==> src/rtl/debounce_pkg.sv <==
// Shared types and defaults for the push-button debouncer slice.
package debounce_pkg;

    typedef enum logic [1:0] {
        S_LOW,
        S_WAIT_HIGH,
        S_HIGH,
        S_WAIT_LOW
    } db_state_t;

    localparam int DEFAULT_STABLE_CYCLES = 1_000_000;

endpackage

==> src/rtl/debounce_channel.sv <==
// Single-bit debouncer: 2-flop synchroniser, stability counter and level FSM
// producing a clean level plus one-cycle press/release pulses.
module debounce_channel
    import debounce_pkg::*;
#(
    parameter int STABLE_CYCLES = DEFAULT_STABLE_CYCLES
) (
    input  logic clk,
    input  logic rst_n,
    input  logic btn,
    output logic db,
    output logic rise,
    output logic fall
);

    localparam int CNT_W = $clog2(STABLE_CYCLES + 1);
    localparam logic [CNT_W-1:0] CNT_ONE  = CNT_W'(1);
    localparam logic [CNT_W-1:0] CNT_LAST = CNT_W'(STABLE_CYCLES - 1);

    logic             sync1;
    logic             sync2;
    db_state_t        state;
    logic [CNT_W-1:0] cnt;

    // A reversal in either WAIT state drops back to the steady state, so the
    // count always restarts from the most recent transition.
    always_ff @(posedge clk) begin
        if (!rst_n) begin
            sync1 <= 1'b0;
            sync2 <= 1'b0;
            state <= S_LOW;
            cnt   <= '0;
            db    <= 1'b0;
            rise  <= 1'b0;
            fall  <= 1'b0;
        end else begin
            sync1 <= btn;
            sync2 <= sync1;
            rise  <= 1'b0;
            fall  <= 1'b0;
            case (state)
                S_LOW: begin
                    if (sync2) begin
                        state <= S_WAIT_HIGH;
                        cnt   <= CNT_ONE;
                    end else begin
                        cnt   <= '0;
                    end
                end
                S_WAIT_HIGH: begin
                    if (!sync2) begin
                        state <= S_LOW;
                        cnt   <= '0;
                    end else if (cnt == CNT_LAST) begin
                        state <= S_HIGH;
                        cnt   <= '0;
                        db    <= 1'b1;
                        rise  <= 1'b1;
                    end else begin
                        cnt   <= cnt + CNT_ONE;
                    end
                end
                S_HIGH: begin
                    if (!sync2) begin
                        state <= S_WAIT_LOW;
                        cnt   <= CNT_ONE;
                    end else begin
                        cnt   <= '0;
                    end
                end
                S_WAIT_LOW: begin
                    if (sync2) begin
                        state <= S_HIGH;
                        cnt   <= '0;
                    end else if (cnt == CNT_LAST) begin
                        state <= S_LOW;
                        cnt   <= '0;
                        db    <= 1'b0;
                        fall  <= 1'b1;
                    end else begin
                        cnt   <= cnt + CNT_ONE;
                    end
                end
                default: begin
                    state <= S_LOW;
                    cnt   <= '0;
                end
            endcase
        end
    end

endmodule

==> src/rtl/btn_debouncer.sv <==
// Debounces the board push-buttons; one independent channel per button,
// feeding the LED/switch group-masking stage.
module btn_debouncer
    import debounce_pkg::*;
#(
    parameter int N_BTN         = 4,
    parameter int STABLE_CYCLES = DEFAULT_STABLE_CYCLES
) (
    input  logic             clk,
    input  logic             rst_n,
    input  logic [N_BTN-1:0] btn_i,
    output logic [N_BTN-1:0] btn_db_o,
    output logic [N_BTN-1:0] btn_rise_o,
    output logic [N_BTN-1:0] btn_fall_o
);

    // The accept compare against STABLE_CYCLES-1 needs at least one counted cycle.
    if (STABLE_CYCLES < 2) begin : g_bad_stable
        $error("btn_debouncer: STABLE_CYCLES must be >= 2");
    end

    for (genvar i = 0; i < N_BTN; i++) begin : g_ch
        debounce_channel #(
            .STABLE_CYCLES(STABLE_CYCLES)
        ) u_channel (
            .clk  (clk),
            .rst_n(rst_n),
            .btn  (btn_i[i]),
            .db   (btn_db_o[i]),
            .rise (btn_rise_o[i]),
            .fall (btn_fall_o[i])
        );
    end

endmodule

==> config.mk <==
export PLATFORM = sky130hd
export DESIGN_NAME = btn_debouncer
export DESIGN_NICKNAME = d
export VERILOG_FILES = /design/src/rtl/debounce_pkg.sv /design/src/rtl/debounce_channel.sv /design/src/rtl/btn_debouncer.sv
export SDC_FILE = /design/constraint.sdc
export NUM_CORES = 1
export LEC_CHECK = 0
export CORE_ASPECT_RATIO = 1.1
export CORE_MARGIN = 5
export CORE_UTILIZATION = 35
export DETAILED_ROUTE_END_ITERATION = 7
export PLACE_DENSITY = 0.5
export SYNTH_ARGS = -nofsm -noshare
export SYNTH_HDL_FRONTEND = slang
export SYNTH_HIERARCHICAL = 1
export SYNTH_SLANG_ARGS = --single-unit
==> constraint.sdc <==
create_clock -name clk -period 2.63 [get_ports clk]
set_input_delay 0.526 -clock clk [delete_from_list [all_inputs] [get_ports clk]]
set_output_delay 0.526 -clock clk [all_outputs]
set_load 0.02 [all_outputs]
==> results by stage <==
Run status:
- The flow ran to the end, and the final reports show no timing, DRC or antenna violations.

Synthesis:
- The synthesized instance count is around 540.
- By area the synthesized netlist is led by dfxtp_1 46%, xnor2_1 5.5%, nor2_1 5.2%.
- In this run, synthesis produced a sequential element count of 108.
- The fraction of the yosys area taken by sequential cells is a little under half.
- A synthesized cell averages between 8 and 9 um2.
- The synthesized net count is ~550.
- The number of warnings printed during yosys synthesis is 6.
- The share of synthesized flip-flops with an asynchronous set or reset is 0%.
- The number of distinct library cells after synthesis is 39.
- The share of synthesized area in the top cell type comes to 45.7%.
- The summed instance area of the synthesized netlist is between 4000 and 5000 um2.
- For this run, the leading register cell type out of synthesis is dfxtp_1.
- The library cell occupying the most area in the post-synthesis netlist is dfxtp_1.
- The number of synthesized flops with an enable pin is 0.

Place:
- Detailed placement finished with a half-perimeter wire length of between 6000 and 7000 um.
- At the end of routability-driven placement, the weighted congestion stood at about 0.78.
- Counting tap cells, the placed design contains a total of a little over 700 instances.
- The count of buffers from port buffering is 17.
- In this run the cell area measured after placement is between 5000 and 6000 um2.
- The setup slack after placement is about 0.27 ns.

Global route:
- The number of antenna violations at the first check in global routing is 0.
- For this run, the total global-route usage over all layers was measured as between 10% and 20%.
- The global-route congestion overflow total is 0.
- The first global-routing pass estimated 15,500 um of wire.
- The number of global-route vias before repair was 3,439.
- The maximum number of pins on one net before global-route repair is 23.

Floorplanning:
- The placeable core region is 13,200 um2.
- The number of primary I/O pins is 18.
- The initial standard-cell utilization of the core is between 30% and 40%.
- The die covers roughly 16,000 um2.
- After floorplanning, the core was divided into 44 placement rows.
- The horizontal extent of the die is between 100 and 150 um.
- The floorplan step set the die height to ~130 um.

Clocking:
- The clock slew seen by the registers of the worst setup and hold paths is 0.07 ns.
- Counting every sink on the clock net gives approximately 110.
- The hold-fix buffer count after cts is 0.
- The depth of the CTS H-tree is 3.
- The clock passes through at most 2 buffers.
- The tree is rooted in a clkbuf_16.
- The clock latency reported for the late side of the worst-skew pair is ~0.35 ns.
- The total setup buffers inserted after CTS is 0.
- The clock tree from TritonCTS is built.
- The CTS buffer count is 9.
- The total of cells resized after clock tree synthesis is 0.

Final layout:
- At the end of the flow, the number of nets in the layout was around 580.
- The fraction of final layout cells sized beyond drive strength 1 is around 7%.
- After routing the design area is between 5000 and 6000 um2.
- From synthesis to final layout, the design area changed by 14.9%.
- The antenna diode count is 0.
- In the final layout, the multi-input gates occupy between 2000 and 2500 um2.
- At the end of the flow the core is filled with cells to approximately two fifths.
- The non-filler instance count after layout is roughly 730.
- Fill cells in the final layout number 1,337.
- The storage element area is about 2200 um2.

Drt:
- The detail-routed net length per standard cell is 12.3 um.
- For this block, the initial DRC count from the detailed router was around 160.
- The detailed-route vias per instance is approximately 5.1.
- The total DRC errors in the routed layout is 0.
- Once detail routing completed, the nets flagged for antenna violations numbered 0.
- The pre-antenna-repair detailed-routing pass consisted of 4 iterations.
- The total number of vias is 3,756.
- After detailed routing, the total wire length is 9010 um.

Power and ir drop:
- The areal power density over the cells is around 590 nW/um2.
- The total power is ~3.2 mW.
- The worst-case IR drop observed on VDD is roughly 0.23 mV.
- The analysis attributes to cell leakage a power of 1.67 nW.

Timing:
- The final count of hold timing violations came to 0.
- At the pin with the least slew margin, the transition time is 0.559 ns.
- The final-report max-slew violation count is 0.
- The worst pin sits at a relative slew slack of approximately 63%.
- Derived from the worst setup path, the maximum achievable clock frequency is around 430 MHz.
- Dividing the final minimum period by the clock period gives 88.6%.
- The routed design could run at a clock period as short as 2.33 ns.
- Setup repair after global routing left no endpoint under its margin.
- Setup violations remaining at the end of the flow were counted as 0.
- Setup slack closes at between 0.2 and 0.3 ns.
- For the final routed database, the setup TNS stands at 0 ns.
- The worst hold-check slack is about 0.44 ns.
- The clock arrives with 0.00769 ns of skew.

Setup path:
- The stage delay of the slowest cell on the critical path is around 0.67 ns.
- The required time at the worst-slack endpoint is between 2 and 3 ns.
- Data arrives at the worst endpoint at 2.54 ns.
- The signal on the critical path passes through or4_1 > or4_1 > o2111ai_4 > a21oi_1.
- Counting stages on the worst path, the most repeated cell is or4_1.
- The worst setup path is launched from a register.
- The critical path class is register to register.
- The slowest cell on the critical path is or4_1.
- STA classifies the critical path endpoint as a register.
- The maximum net fanout on the critical path is 19.

Run:
- Across the run, the number of max-cap violations was 0.

Min path:
- The worst hold path belongs to the class register to register.
## registers in the layout (all words and copies together), names as in the netlist, named ones only
name                  cells
g_ch.u_channel/sync1      4
g_ch.u_channel/cnt       80
g_ch.u_channel/rise       4
g_ch.u_channel/state      4
g_ch.u_channel/fall       4
g_ch.u_channel/db         4
g_ch.u_channel/sync2      4
## cell families after synthesis
family / count (synthesis) / share of synthesized area [%]
flip-flops: 108 / 45.7
XOR/XNOR: 46 / 8.51
buffers and inverters: 31 / 2.75
AO/OA/AOI/OAI: 83 / 11.2
adder cells (fa/ha/maj): 4 / 1.06
AND/OR/NAND/NOR: 269 / 30.8
## layer usage
metal | vias to the layer above | global-route usage (%) | routed length (um)
li1 | 1960 | - | -
met1 | 1747 | 15.0 | 4510
met2 | 37 | 18.4 | 4070
met3 | 12 | 2.53 | 247
met4 | 0 | 5.35 | 181
met5 | - | 0 | 0
## layout make-up
| type | count | area share [%] |
|---|---|---|
| Inverter | 22 | 1.52 |
| Sequential cell | 108 | 39.7 |
| Tap cell | 161 | 3.70 |
| Multi-Input combinational cell | 402 | 44.9 |
| Clock buffer | 13 | 4.97 |
| Clock inverter | 3 | 1.24 |
| Timing Repair Buffer | 23 | 3.95 |
## cell usage in the layout (no fill, tap or decap), drive strengths merged, types with 2 or more instances in the layout
cell           Yosys  routed
a21oi             31      31
a311o              3       3
and2              15      15
and3              14      14
and4               6       6
buf                5       6
bufinv             0       2
clkbuf             4      13
clkdlybuf4s50      0      17
dfxtp            108     108
ha                 4       4
inv               22      22
nand2             41      41
nand3             32      32
nand4             14      14
nand4b             3       3
nor2              65      65
nor2b              6       6
nor3              16      16
nor3b              3       3
nor4               7       7
nor4b              6       6
o2111ai            4       4
o211a              3       3
o21a               8       8
o21ai             28      28
o21bai             4       4
or2                7       7
or3               23      23
or4                9       9
xnor2             30      30
xor2              16      16
## synth_stat cells (2+ instances only)
cell type and count:
buf_2 2, nand2_1 41, dfxtp_1 108, o21ai_0 28
nor3_1 16, and4_1 6, xor2_1 16, nor4_1 7
or3_1 23, a311o_1 3, o21bai_1 4, a21oi_1 31
inv_1 22, nand4b_1 3, o211a_1 3, or2_2 7
nor2b_1 6, and2_1 15, buf_4 3, and3_1 14
o21a_1 8, o2111ai_2 3, clkbuf_1 4, or4_4 3
nor3b_1 3, nand3_1 29, xnor2_1 30, nand3_2 3
ha_1 4, nand4_1 11, nor4b_1 6, nor2_1 65
or4_1 6, nand4_2 3
## worst paths after layout
path / startpoint / end / slack (ns) / cells after the start
max: g_ch[3].u_channel/cnt[8] / g_ch[3].u_channel/cnt[18] / 0.30 / 4
max reg2reg: g_ch[3].u_channel/cnt[8] / g_ch[3].u_channel/cnt[18] / 0.30 / 4
min: g_ch[0].u_channel/sync1 / g_ch[0].u_channel/sync2 / 0.44 / 1
min reg2reg: g_ch[0].u_channel/sync1 / g_ch[0].u_channel/sync2 / 0.44 / 1
## critical path, delay by kind of cell (launching register included)
kind,cells,cell delay (ns)
AOI/OAI and AO/OA,2,0.64
DFF,1,0.36
and+or+nand+nor,2,1.19
## report_power, final
part	total [mW]	switching (mW)	internal, mW	leakage (nW)
clock network	1.50	0.588	0.913	0.162
registers	1.65	0.00824	1.64	0.872
logic	0.0435	0.0218	0.0217	0.640
Note: power is estimated with default switching activity, not from simulation.
